File: src/rtl/pipe_ctrl_if.sv
// pipe_ctrl_if: bundles the host command, hazard-detect and stage-control
// signals exchanged between the pipeline controller and the rest of the core.
//   master : host / datapath side (drives commands and hazard inputs)
//   slave  : pipe_ctrl side (drives pipeline_en, pause/flush, status)
interface pipe_ctrl_if #(
    parameter int STEP_W = 16,
    parameter int CNT_W  = 32
);
    // host commands
    logic              host_run;
    logic              host_halt;
    logic              host_step;
    logic [STEP_W-1:0] host_step_cnt;
    // hazard sources
    logic [4:0]        id_rs1;
    logic [4:0]        id_rs2;
    logic [4:0]        ex_rd;
    logic              ex_mem_read;
    logic              ex_branch_taken;
    logic              imem_wait;
    logic              dmem_wait;
    // stage controls and status
    logic              pipeline_en;
    logic              pc_pause;
    logic              if_id_pause;
    logic              if_id_flush;
    logic              id_ex_pause;
    logic              id_ex_flush;
    logic              back_pause;
    logic              halted;
    logic [STEP_W-1:0] steps_left;
    logic [CNT_W-1:0]  adv_cnt;

    modport master (
        output host_run, host_halt, host_step, host_step_cnt,
        output id_rs1, id_rs2, ex_rd, ex_mem_read, ex_branch_taken,
        output imem_wait, dmem_wait,
        input  pipeline_en, pc_pause, if_id_pause, if_id_flush,
        input  id_ex_pause, id_ex_flush, back_pause, halted,
        input  steps_left, adv_cnt
    );

    modport slave (
        input  host_run, host_halt, host_step, host_step_cnt,
        input  id_rs1, id_rs2, ex_rd, ex_mem_read, ex_branch_taken,
        input  imem_wait, dmem_wait,
        output pipeline_en, pc_pause, if_id_pause, if_id_flush,
        output id_ex_pause, id_ex_flush, back_pause, halted,
        output steps_left, adv_cnt
    );
endinterface

File: src/rtl/pipe_ctrl.sv
// pipe_ctrl: pipeline controller for the five-stage RV64 core.
// Sequences run / halt / N-cycle single-step from host commands and turns
// memory-wait, taken-branch and load-use hazards into per-stage pause and
// flush controls.
// Ports:
//   clk  - core clock
//   rst  - synchronous active-high reset (returns to HALT, clears counters)
//   bus  - pipe_ctrl_if.slave: host commands, hazard inputs, stage controls,
//          halted / steps_left / adv_cnt status
module pipe_ctrl #(
    parameter int STEP_W = 16,
    parameter int CNT_W  = 32
) (
    input  logic        clk,
    input  logic        rst,
    pipe_ctrl_if.slave  bus
);
    typedef enum logic [1:0] {HALT, RUN, STEP} state_t;

    state_t            state, state_nxt;
    logic [STEP_W-1:0] steps_left, steps_nxt;
    logic [CNT_W-1:0]  adv_cnt;
    logic              pipeline_en;
    logic              mem_wait;
    logic              advance;
    logic              load_use;

    // Moore enable: host commands reach the pipeline one cycle later.
    assign pipeline_en = (state == RUN) || (state == STEP);
    assign mem_wait    = bus.imem_wait | bus.dmem_wait;
    assign advance     = pipeline_en & ~mem_wait;

    // x0 is hard-wired zero, so a load to it never creates a dependency.
    assign load_use = bus.ex_mem_read && (bus.ex_rd != 5'd0) &&
                      ((bus.ex_rd == bus.id_rs1) || (bus.ex_rd == bus.id_rs2));

    always_ff @(posedge clk) begin
        if (rst) begin
            state      <= HALT;
            steps_left <= '0;
            adv_cnt    <= '0;
        end else begin
            state      <= state_nxt;
            steps_left <= steps_nxt;
            if (advance)
                adv_cnt <= adv_cnt + CNT_W'(1);
        end
    end

    // Command priority: halt > run > step.
    always_comb begin
        state_nxt = state;
        steps_nxt = steps_left;
        if (bus.host_halt) begin
            state_nxt = HALT;
            steps_nxt = '0;
        end else begin
            case (state)
                HALT: begin
                    if (bus.host_run) begin
                        state_nxt = RUN;
                    end else if (bus.host_step && (bus.host_step_cnt != '0)) begin
                        state_nxt = STEP;
                        steps_nxt = bus.host_step_cnt;
                    end
                end
                RUN: begin
                    if (!bus.host_run)
                        state_nxt = HALT;
                end
                STEP: begin
                    if (bus.host_run) begin
                        state_nxt = RUN;
                        steps_nxt = '0;
                    end else if (advance) begin
                        // Only real advances consume a step; wait cycles do not.
                        if (steps_left == STEP_W'(1)) begin
                            state_nxt = HALT;
                            steps_nxt = '0;
                        end else begin
                            steps_nxt = steps_left - STEP_W'(1);
                        end
                    end
                end
                default: begin
                    state_nxt = HALT;
                    steps_nxt = '0;
                end
            endcase
        end
    end

    // Stage registers honour flush even while disabled, so every hazard
    // control is gated off when the pipeline is not enabled.
    always_comb begin
        bus.pc_pause    = 1'b0;
        bus.if_id_pause = 1'b0;
        bus.if_id_flush = 1'b0;
        bus.id_ex_pause = 1'b0;
        bus.id_ex_flush = 1'b0;
        bus.back_pause  = 1'b0;
        if (pipeline_en) begin
            if (mem_wait) begin
                bus.pc_pause    = 1'b1;
                bus.if_id_pause = 1'b1;
                bus.id_ex_pause = 1'b1;
                bus.back_pause  = 1'b1;
            end else if (bus.ex_branch_taken) begin
                // The ID instruction is squashed, so load-use is moot.
                bus.if_id_flush = 1'b1;
                bus.id_ex_flush = 1'b1;
            end else if (load_use) begin
                bus.pc_pause    = 1'b1;
                bus.if_id_pause = 1'b1;
                bus.id_ex_flush = 1'b1;
            end
        end
    end

    assign bus.pipeline_en = pipeline_en;
    assign bus.halted      = (state == HALT);
    assign bus.steps_left  = steps_left;
    assign bus.adv_cnt     = adv_cnt;
endmodule

File: src/flat_wrapper.sv
// flat-port wrapper written by rule: the top's interface ports become plain ports
module pipe_ctrl_flat 
#(
    parameter int STEP_W = 16,
    parameter int CNT_W  = 32
)
  (clk, rst, bus_host_run, bus_host_halt, bus_host_step, bus_host_step_cnt, bus_id_rs1, bus_id_rs2, bus_ex_rd, bus_ex_mem_read, bus_ex_branch_taken, bus_imem_wait, bus_dmem_wait, bus_pipeline_en, bus_pc_pause, bus_if_id_pause, bus_if_id_flush, bus_id_ex_pause, bus_id_ex_flush, bus_back_pause, bus_halted, bus_steps_left, bus_adv_cnt);
  pipe_ctrl_if #(.STEP_W(STEP_W), .CNT_W(CNT_W)) bus_i ();
  input  logic clk;
  input  logic rst;
  input wire logic [$bits(bus_i.host_run)-1:0] bus_host_run;
  input wire logic [$bits(bus_i.host_halt)-1:0] bus_host_halt;
  input wire logic [$bits(bus_i.host_step)-1:0] bus_host_step;
  input wire logic [$bits(bus_i.host_step_cnt)-1:0] bus_host_step_cnt;
  input wire logic [$bits(bus_i.id_rs1)-1:0] bus_id_rs1;
  input wire logic [$bits(bus_i.id_rs2)-1:0] bus_id_rs2;
  input wire logic [$bits(bus_i.ex_rd)-1:0] bus_ex_rd;
  input wire logic [$bits(bus_i.ex_mem_read)-1:0] bus_ex_mem_read;
  input wire logic [$bits(bus_i.ex_branch_taken)-1:0] bus_ex_branch_taken;
  input wire logic [$bits(bus_i.imem_wait)-1:0] bus_imem_wait;
  input wire logic [$bits(bus_i.dmem_wait)-1:0] bus_dmem_wait;
  output wire logic [$bits(bus_i.pipeline_en)-1:0] bus_pipeline_en;
  output wire logic [$bits(bus_i.pc_pause)-1:0] bus_pc_pause;
  output wire logic [$bits(bus_i.if_id_pause)-1:0] bus_if_id_pause;
  output wire logic [$bits(bus_i.if_id_flush)-1:0] bus_if_id_flush;
  output wire logic [$bits(bus_i.id_ex_pause)-1:0] bus_id_ex_pause;
  output wire logic [$bits(bus_i.id_ex_flush)-1:0] bus_id_ex_flush;
  output wire logic [$bits(bus_i.back_pause)-1:0] bus_back_pause;
  output wire logic [$bits(bus_i.halted)-1:0] bus_halted;
  output wire logic [$bits(bus_i.steps_left)-1:0] bus_steps_left;
  output wire logic [$bits(bus_i.adv_cnt)-1:0] bus_adv_cnt;
  assign bus_i.host_run = bus_host_run;
  assign bus_i.host_halt = bus_host_halt;
  assign bus_i.host_step = bus_host_step;
  assign bus_i.host_step_cnt = bus_host_step_cnt;
  assign bus_i.id_rs1 = bus_id_rs1;
  assign bus_i.id_rs2 = bus_id_rs2;
  assign bus_i.ex_rd = bus_ex_rd;
  assign bus_i.ex_mem_read = bus_ex_mem_read;
  assign bus_i.ex_branch_taken = bus_ex_branch_taken;
  assign bus_i.imem_wait = bus_imem_wait;
  assign bus_i.dmem_wait = bus_dmem_wait;
  assign bus_pipeline_en = bus_i.pipeline_en;
  assign bus_pc_pause = bus_i.pc_pause;
  assign bus_if_id_pause = bus_i.if_id_pause;
  assign bus_if_id_flush = bus_i.if_id_flush;
  assign bus_id_ex_pause = bus_i.id_ex_pause;
  assign bus_id_ex_flush = bus_i.id_ex_flush;
  assign bus_back_pause = bus_i.back_pause;
  assign bus_halted = bus_i.halted;
  assign bus_steps_left = bus_i.steps_left;
  assign bus_adv_cnt = bus_i.adv_cnt;
  pipe_ctrl #(.STEP_W(STEP_W), .CNT_W(CNT_W)) u_core (.clk(clk), .rst(rst), .bus(bus_i));
endmodule
File: config.mk
export PLATFORM = sky130hd
export DESIGN_NAME = pipe_ctrl_flat
export DESIGN_NICKNAME = d
export VERILOG_FILES = /design/src/rtl/pipe_ctrl_if.sv /design/src/rtl/pipe_ctrl.sv /design/src/flat_wrapper.sv
export SDC_FILE = /design/constraint.sdc
export NUM_CORES = 1
export LEC_CHECK = 0
export ABC_AREA = 1
export CORE_MARGIN = 2
export CORE_UTILIZATION = 48
export CTS_CLUSTER_SIZE = 16
export DETAILED_ROUTE_END_ITERATION = 10
export GPL_TIMING_DRIVEN = 0
export HOLD_SLACK_MARGIN = 0.06
export PLACE_DENSITY_LB_ADDON = 0.05
export SLEW_MARGIN = 40
export SYNTH_ARGS = -nofsm -noshare
export SYNTH_HDL_FRONTEND = slang
export SYNTH_SLANG_ARGS = --single-unit
File: constraint.sdc
create_clock -name clk -period 1.9 [get_ports clk]
set_input_delay 0.38 -clock clk [delete_from_list [all_inputs] [get_ports clk]]
set_output_delay 0.38 -clock clk [all_outputs]
set_load 0.01 [all_outputs]
# Yosys cells after proc, flatten, opt, wreduce, memory -nomap -nowiden
# Index checks and enable logic that the tools add are counted.
[word_totals]
elab_cells = 56
out_inout_bits = 56
regBits = 50
in_bits = 40
[op_classes]
bitwise = 4
n_eq_ne = 11
n_addsub = 2
n_reduce_logical = 11
muxes = 25
[op_table]
columns = ["operator", "n"]
rows = [
  ["$mux W16", 5],
  ["$pmux W16 S3", 1],
  ["$add A32 B1 Y32 const B", 1],
  ["$eq A16 B1 Y1 const B", 1],
  ["$reduce_bool A16 Y1", 1],
  ["$sub A16 B1 Y16 const B", 1],
  ["$mux W1", 12],
  ["$mux W2", 6],
  ["$eq A5 B5 Y1", 2],
  ["$reduce_and A4 Y1", 2],
  ["$ne A3 B2 Y1 const B", 2],
  ["$pmux W2 S3", 1],
  ["$reduce_bool A5 Y1", 1],
  ["$ne A2 B2 Y1 const B", 2],
  ["$logic_and A1 B1 Y1", 3],
  ["$ne A3 B3 Y1 const B", 1],
  ["$eq A2 B1 Y1 const B", 1],
  ["$eq A2 B2 Y1 const B", 1],
  ["$logic_not A2 Y1", 1],
  ["$logic_or A1 B1 Y1", 2],
  ["$ne A2 B1 Y1 const B", 1],
  ["$not A1 Y1", 2],
  ["$reduce_or A2 Y1", 1],
  ["$and A1 B1 Y1", 1],
  ["$or A1 B1 Y1", 1],
]

# Longest topological paths before layout
[depth]
depth_word = 7
depth_mapped = 12

# Worst setup path before layout
# No wires, ideal clock.
[synth_timing]
path_kind = "input -> output"
startpoint = "in bus_ex_rd[1]"
endpoint = "out bus_pc_pause"
cell_stages = 7
arrival_ns = 1.415
path_buffers = 1
setup_slack_ns = 0.105
t_required_ns = 1.520
cell_sequence = "or2_2 -> a21oi_1 -> nand3_1 -> nand2_1 -> nand3_1 -> o22ai_1 -> buf_4"
[synth_between]
elab_chain_cells = 7
word_cells_on_any_way = 10
classes_between = "eq/ne (2); mux (4); reduce/logical (4)"
[synth_rtl]
columns = ["element", "line", "text"]
rows = [
  ["start: declaration", "flat_wrapper.sv:17", "input wire logic [$bits(bus_i.ex_rd)-1:0] bus_ex_rd;"],
  ["$eq A5 B5 Y1 or $reduce_bool A5 Y1 (tied branches)", "pipe_ctrl.sv:35, pipe_ctrl.sv:34", ""],
  ["$logic_or A1 B1 Y1 or $logic_and A1 B1 Y1 (tied branches)", "pipe_ctrl.sv:35, pipe_ctrl.sv:34", ""],
  ["$logic_and A1 B1 Y1 *", "pipe_ctrl.sv:34", "assign load_use = bus.ex_mem_read && (bus.ex_rd != 5'd0) &&"],
  ["$mux W1 * (4 in a row)", "-", ""],
  ["end: declaration", "flat_wrapper.sv:23", "output wire logic [$bits(bus_i.pc_pause)-1:0] bus_pc_pause;"],
]
# Mark *: on every way between the ends. The rest lies on a longest branch, timed or not.

# Final worst setup path
[layout_timing]
startpoint = "reg u_core.state[1]"
endpoint = "out bus_id_ex_flush"
[layout_between]
elab_chain_cells = 3
word_cells_on_any_way = 4
classes_between = "eq/ne (2); mux (1); reduce/logical (1)"
[layout_rtl]
columns = ["element", "line", "text"]
rows = [
  ["start: declaration", "pipe_ctrl.sv:20", "state_t state, state_nxt;"],
  ["start signal: assignment", "pipe_ctrl.sv:43", "state <= state_nxt;"],
  ["$eq A2 B1 Y1 or $eq A2 B2 Y1 (tied branches)", "pipe_ctrl.sv:29", "assign pipeline_en = (state == RUN) || (state == STEP);"],
  ["$logic_or A1 B1 Y1 *", "pipe_ctrl.sv:29", ""],
  ["$mux W1 *", "pipe_ctrl.sv:102", "if (pipeline_en) begin"],
  ["end: declaration", "flat_wrapper.sv:27", "output wire logic [$bits(bus_i.id_ex_flush)-1:0] bus_id_ex_flush;"],
]
# Marks and branches as above.

==> impl_metrics.yaml <==
run_status:
  run_status: "finished, final reports clean"
global_routing:
  track_usage: 0.257
  grt_max_degree: 16
  grt_pass1_vias: 3616
  antenna_found_initial: 0
  grt-ovfl-total: 0
  grt_first_pass_wirelength_um: 15900
power_and_ir_drop:
  power_density_mw_per_mm2: 536
  ir_drop_mv: 0.342
  leakage_uw: 0.00184
placed_design:
  dp_hpwl_um: 7200
  io_buffer_count: 94
  place_area_mm2: 0.00442
  gp_congestion: 0.895
  place_inst: 723
clock_tree:
  clockBufferDepth: 2
  clock_sinks: 50
  htree_levels: 2
  clock_latency_ns: 0.30
  clk_pin_slew_worst_paths_ns: 0.09
  cts_tree: "built"
  numCtsBuffers: 5
  root_buffer: "clkbuf_8"
  holdBufCountCts: 0
floorplanning:
  initial_core_util: 0.494
  row_count: 30
  die_h_um: 87.6
  dieArea_mm2: 0.00768
  die_w_um: 87.6
  ios: 96
  core_mm2: 0.00679
critical_path:
  critPathLaunchType: "flop"
  cp_top_family: "flip-flops"
  cp_data_arrival_time_ns: 1.48
  max_stage_delay_ns: 0.35
  crit_fanout: 5
  worst-path-buf-inv: 3
  path_cells: "inv_2 > ha_4 > nand2_8 > clkbuf_16 > a21oi_1 > buf_2"
  crit_slowest_cell: "dfxtp_2"
  cp.depth: 6
  r2r_cells: 9
  end_kind: "output pin"
  critical_path_class: "reg -> out"
  cp_data_required_time_ns: 1.52
layout:
  final_cell_mix: "nand2_1, nor2_1, clkdlybuf4s50_1, inv_1, dfxtp_1"
  fin_nets: 684
  fillers: 620
  stdcell_area_mm2: 0.00459
  final_util: 0.676
  layout-drive-gt1-share: 0.121
  area.growth.synth_to_final_pct: 36.8
  seq_area_mm2: 0.00101
  multiInputGateArea_mm2: 0.00214
  diodes: 0
  final_cells: 735
  layout_commonest_cell: "nand2_1"
synth:
  yosysWarnings: 0
  synth.avg_cell_area_um2: 6.30
  synth_flop_cell: "dfxtp_1"
  syn_area_mm2: 0.00336
  syn_nets: 579
  ys_seq_elements: 50
  synth-edff-count: 0
  synth-async-reset-ratio: 0
  synth_cells: 533
  ys_types: 40
  ys_seq_area_frac: 0.298
timing:
  max_freq_ghz: 0.537
  finalHoldViolations: 0
  setup_viol: 0
  fin_crit_sh: 0.979
  fin_setup_tns_ns: 0
  whs_ns: 0.497
  slew_headroom: 0.639
  rsz0062_at_grt: "true"
  fin_crit_ns: 1.86
  finalClockSkew_ns: 0.00856
  tightest_slew_ns: 0.541
  final_max_slew_viol_count: 0
routing:
  drc: 0
  ant_nets: 0
  drt_iter0_markers: 151
  wl_per_cell_um: 12.6
  vias_per_cell: 5.10
  vias: 3750
  dr.pass1.iters: 4
  drt-total-wl_um: 9280
flow_run:
  drv_cap: 0
hold_path:
  hold_depth: 2
  min_path_type: "reg -> reg"
## final cells by class
class / instances / share of cell area
buffer: 11 / 0.0204
inverter: 53 / 0.0447
clock inverter: 2 / 0.00817
clock buffer: 6 / 0.0158
timing repair buffer: 99 / 0.200
multi-input combinational: 418 / 0.466
sequential: 50 / 0.219
tap: 96 / 0.0262
## kinds of logic after synthesis
kind of cell               count (synthesis)  share of synthesized area
and+or+nand+nor                          322                      0.437
AOI/OAI and AO/OA                         72                      0.114
buffers and inverters                     65                     0.0816
DFF                                       50                      0.298
xor gates and xnor gates                  18                     0.0470
adders and majority gates                  6                     0.0224
## flip-flops by register name (all words and copies together), names as in the netlist
signal	count
u_core.state	2
u_core.bus.adv_cnt	32
u_core.bus.steps_left	16
## per-layer routing
metal	GRT usage	part of all wire	vias up
met5	0	0	-
met4	0.0979	0.029	0
met3	0.0358	0.052	22
met2	0.480	0.50	122
met1	0.295	0.42	1685
li1	-	-	1921
## Yosys cell counts (2+ instances only)
master | count | area (µm²)
dfxtp_1 | 50 | 1000
nor2_4 | 7 | 78.8
nand3_1 | 25 | 125
buf_2 | 2 | 10.0
o22ai_1 | 3 | 18.8
inv_1 | 49 | 184
clkinv_2 | 2 | 10.0
nand4_1 | 8 | 50.1
o21ai_0 | 18 | 90.1
clkbuf_1 | 6 | 22.5
buf_4 | 2 | 15.0
nand2_4 | 4 | 45.0
nand2_2 | 2 | 12.5
nand3_2 | 3 | 30.0
nand2_1 | 161 | 604
o21ai_1 | 2 | 10.0
nor3_2 | 2 | 20.0
xnor2_1 | 6 | 52.6
nor2_2 | 6 | 37.5
nor3_1 | 17 | 85.1
nor2_1 | 76 | 285
a21oi_1 | 42 | 210
o21a_1 | 3 | 22.5
xor2_1 | 12 | 105
nand3b_1 | 5 | 37.5
ha_1 | 6 | 75.1
## power by group
group	switching [µW]	internal (µW)
registers	26.2	1070
clock network	364	393
logic	339	274
total	729	1730
## per-stage QoR
stage               power [µW]  worst slack, ns
detailed placement        1710           -0.895
global route              2590          -0.0321
CTS                       2470          -0.0603
finish                    2460           0.0390
floorplan                 1470            0.105
global placement          1690           -0.873
## path summary, 6_finish.rpt
check	start	end	slack, ns
max	u_core.state[1]	bus_id_ex_flush	0.04
min	u_core.bus.adv_cnt[31]	u_core.bus.adv_cnt[31]	0.50
max reg2reg	u_core.bus.adv_cnt[1]	u_core.bus.adv_cnt[24]	0.13
min reg2reg	u_core.bus.adv_cnt[31]	u_core.bus.adv_cnt[31]	0.50
## worst min-delay path: stages, from the launching register on
cell	delay [ns]
dfxtp_1	0.34
nand2_1	0.07
a21oi_1	0.05
## what timing repair did
| action | 4_1_cts | 5_1_grt |
|---|---|---|
| setup endpoints to repair | 22 | 26 |
| gates resized for setup | 60 | 27 |
| cloned | 0 | 0 |
| hold endpoints to repair | 0 | 0 |
| pin swaps | 11 | 10 |
| buffers inserted | 4 | 1 |
Note: power is estimated with default switching activity, not from simulation.
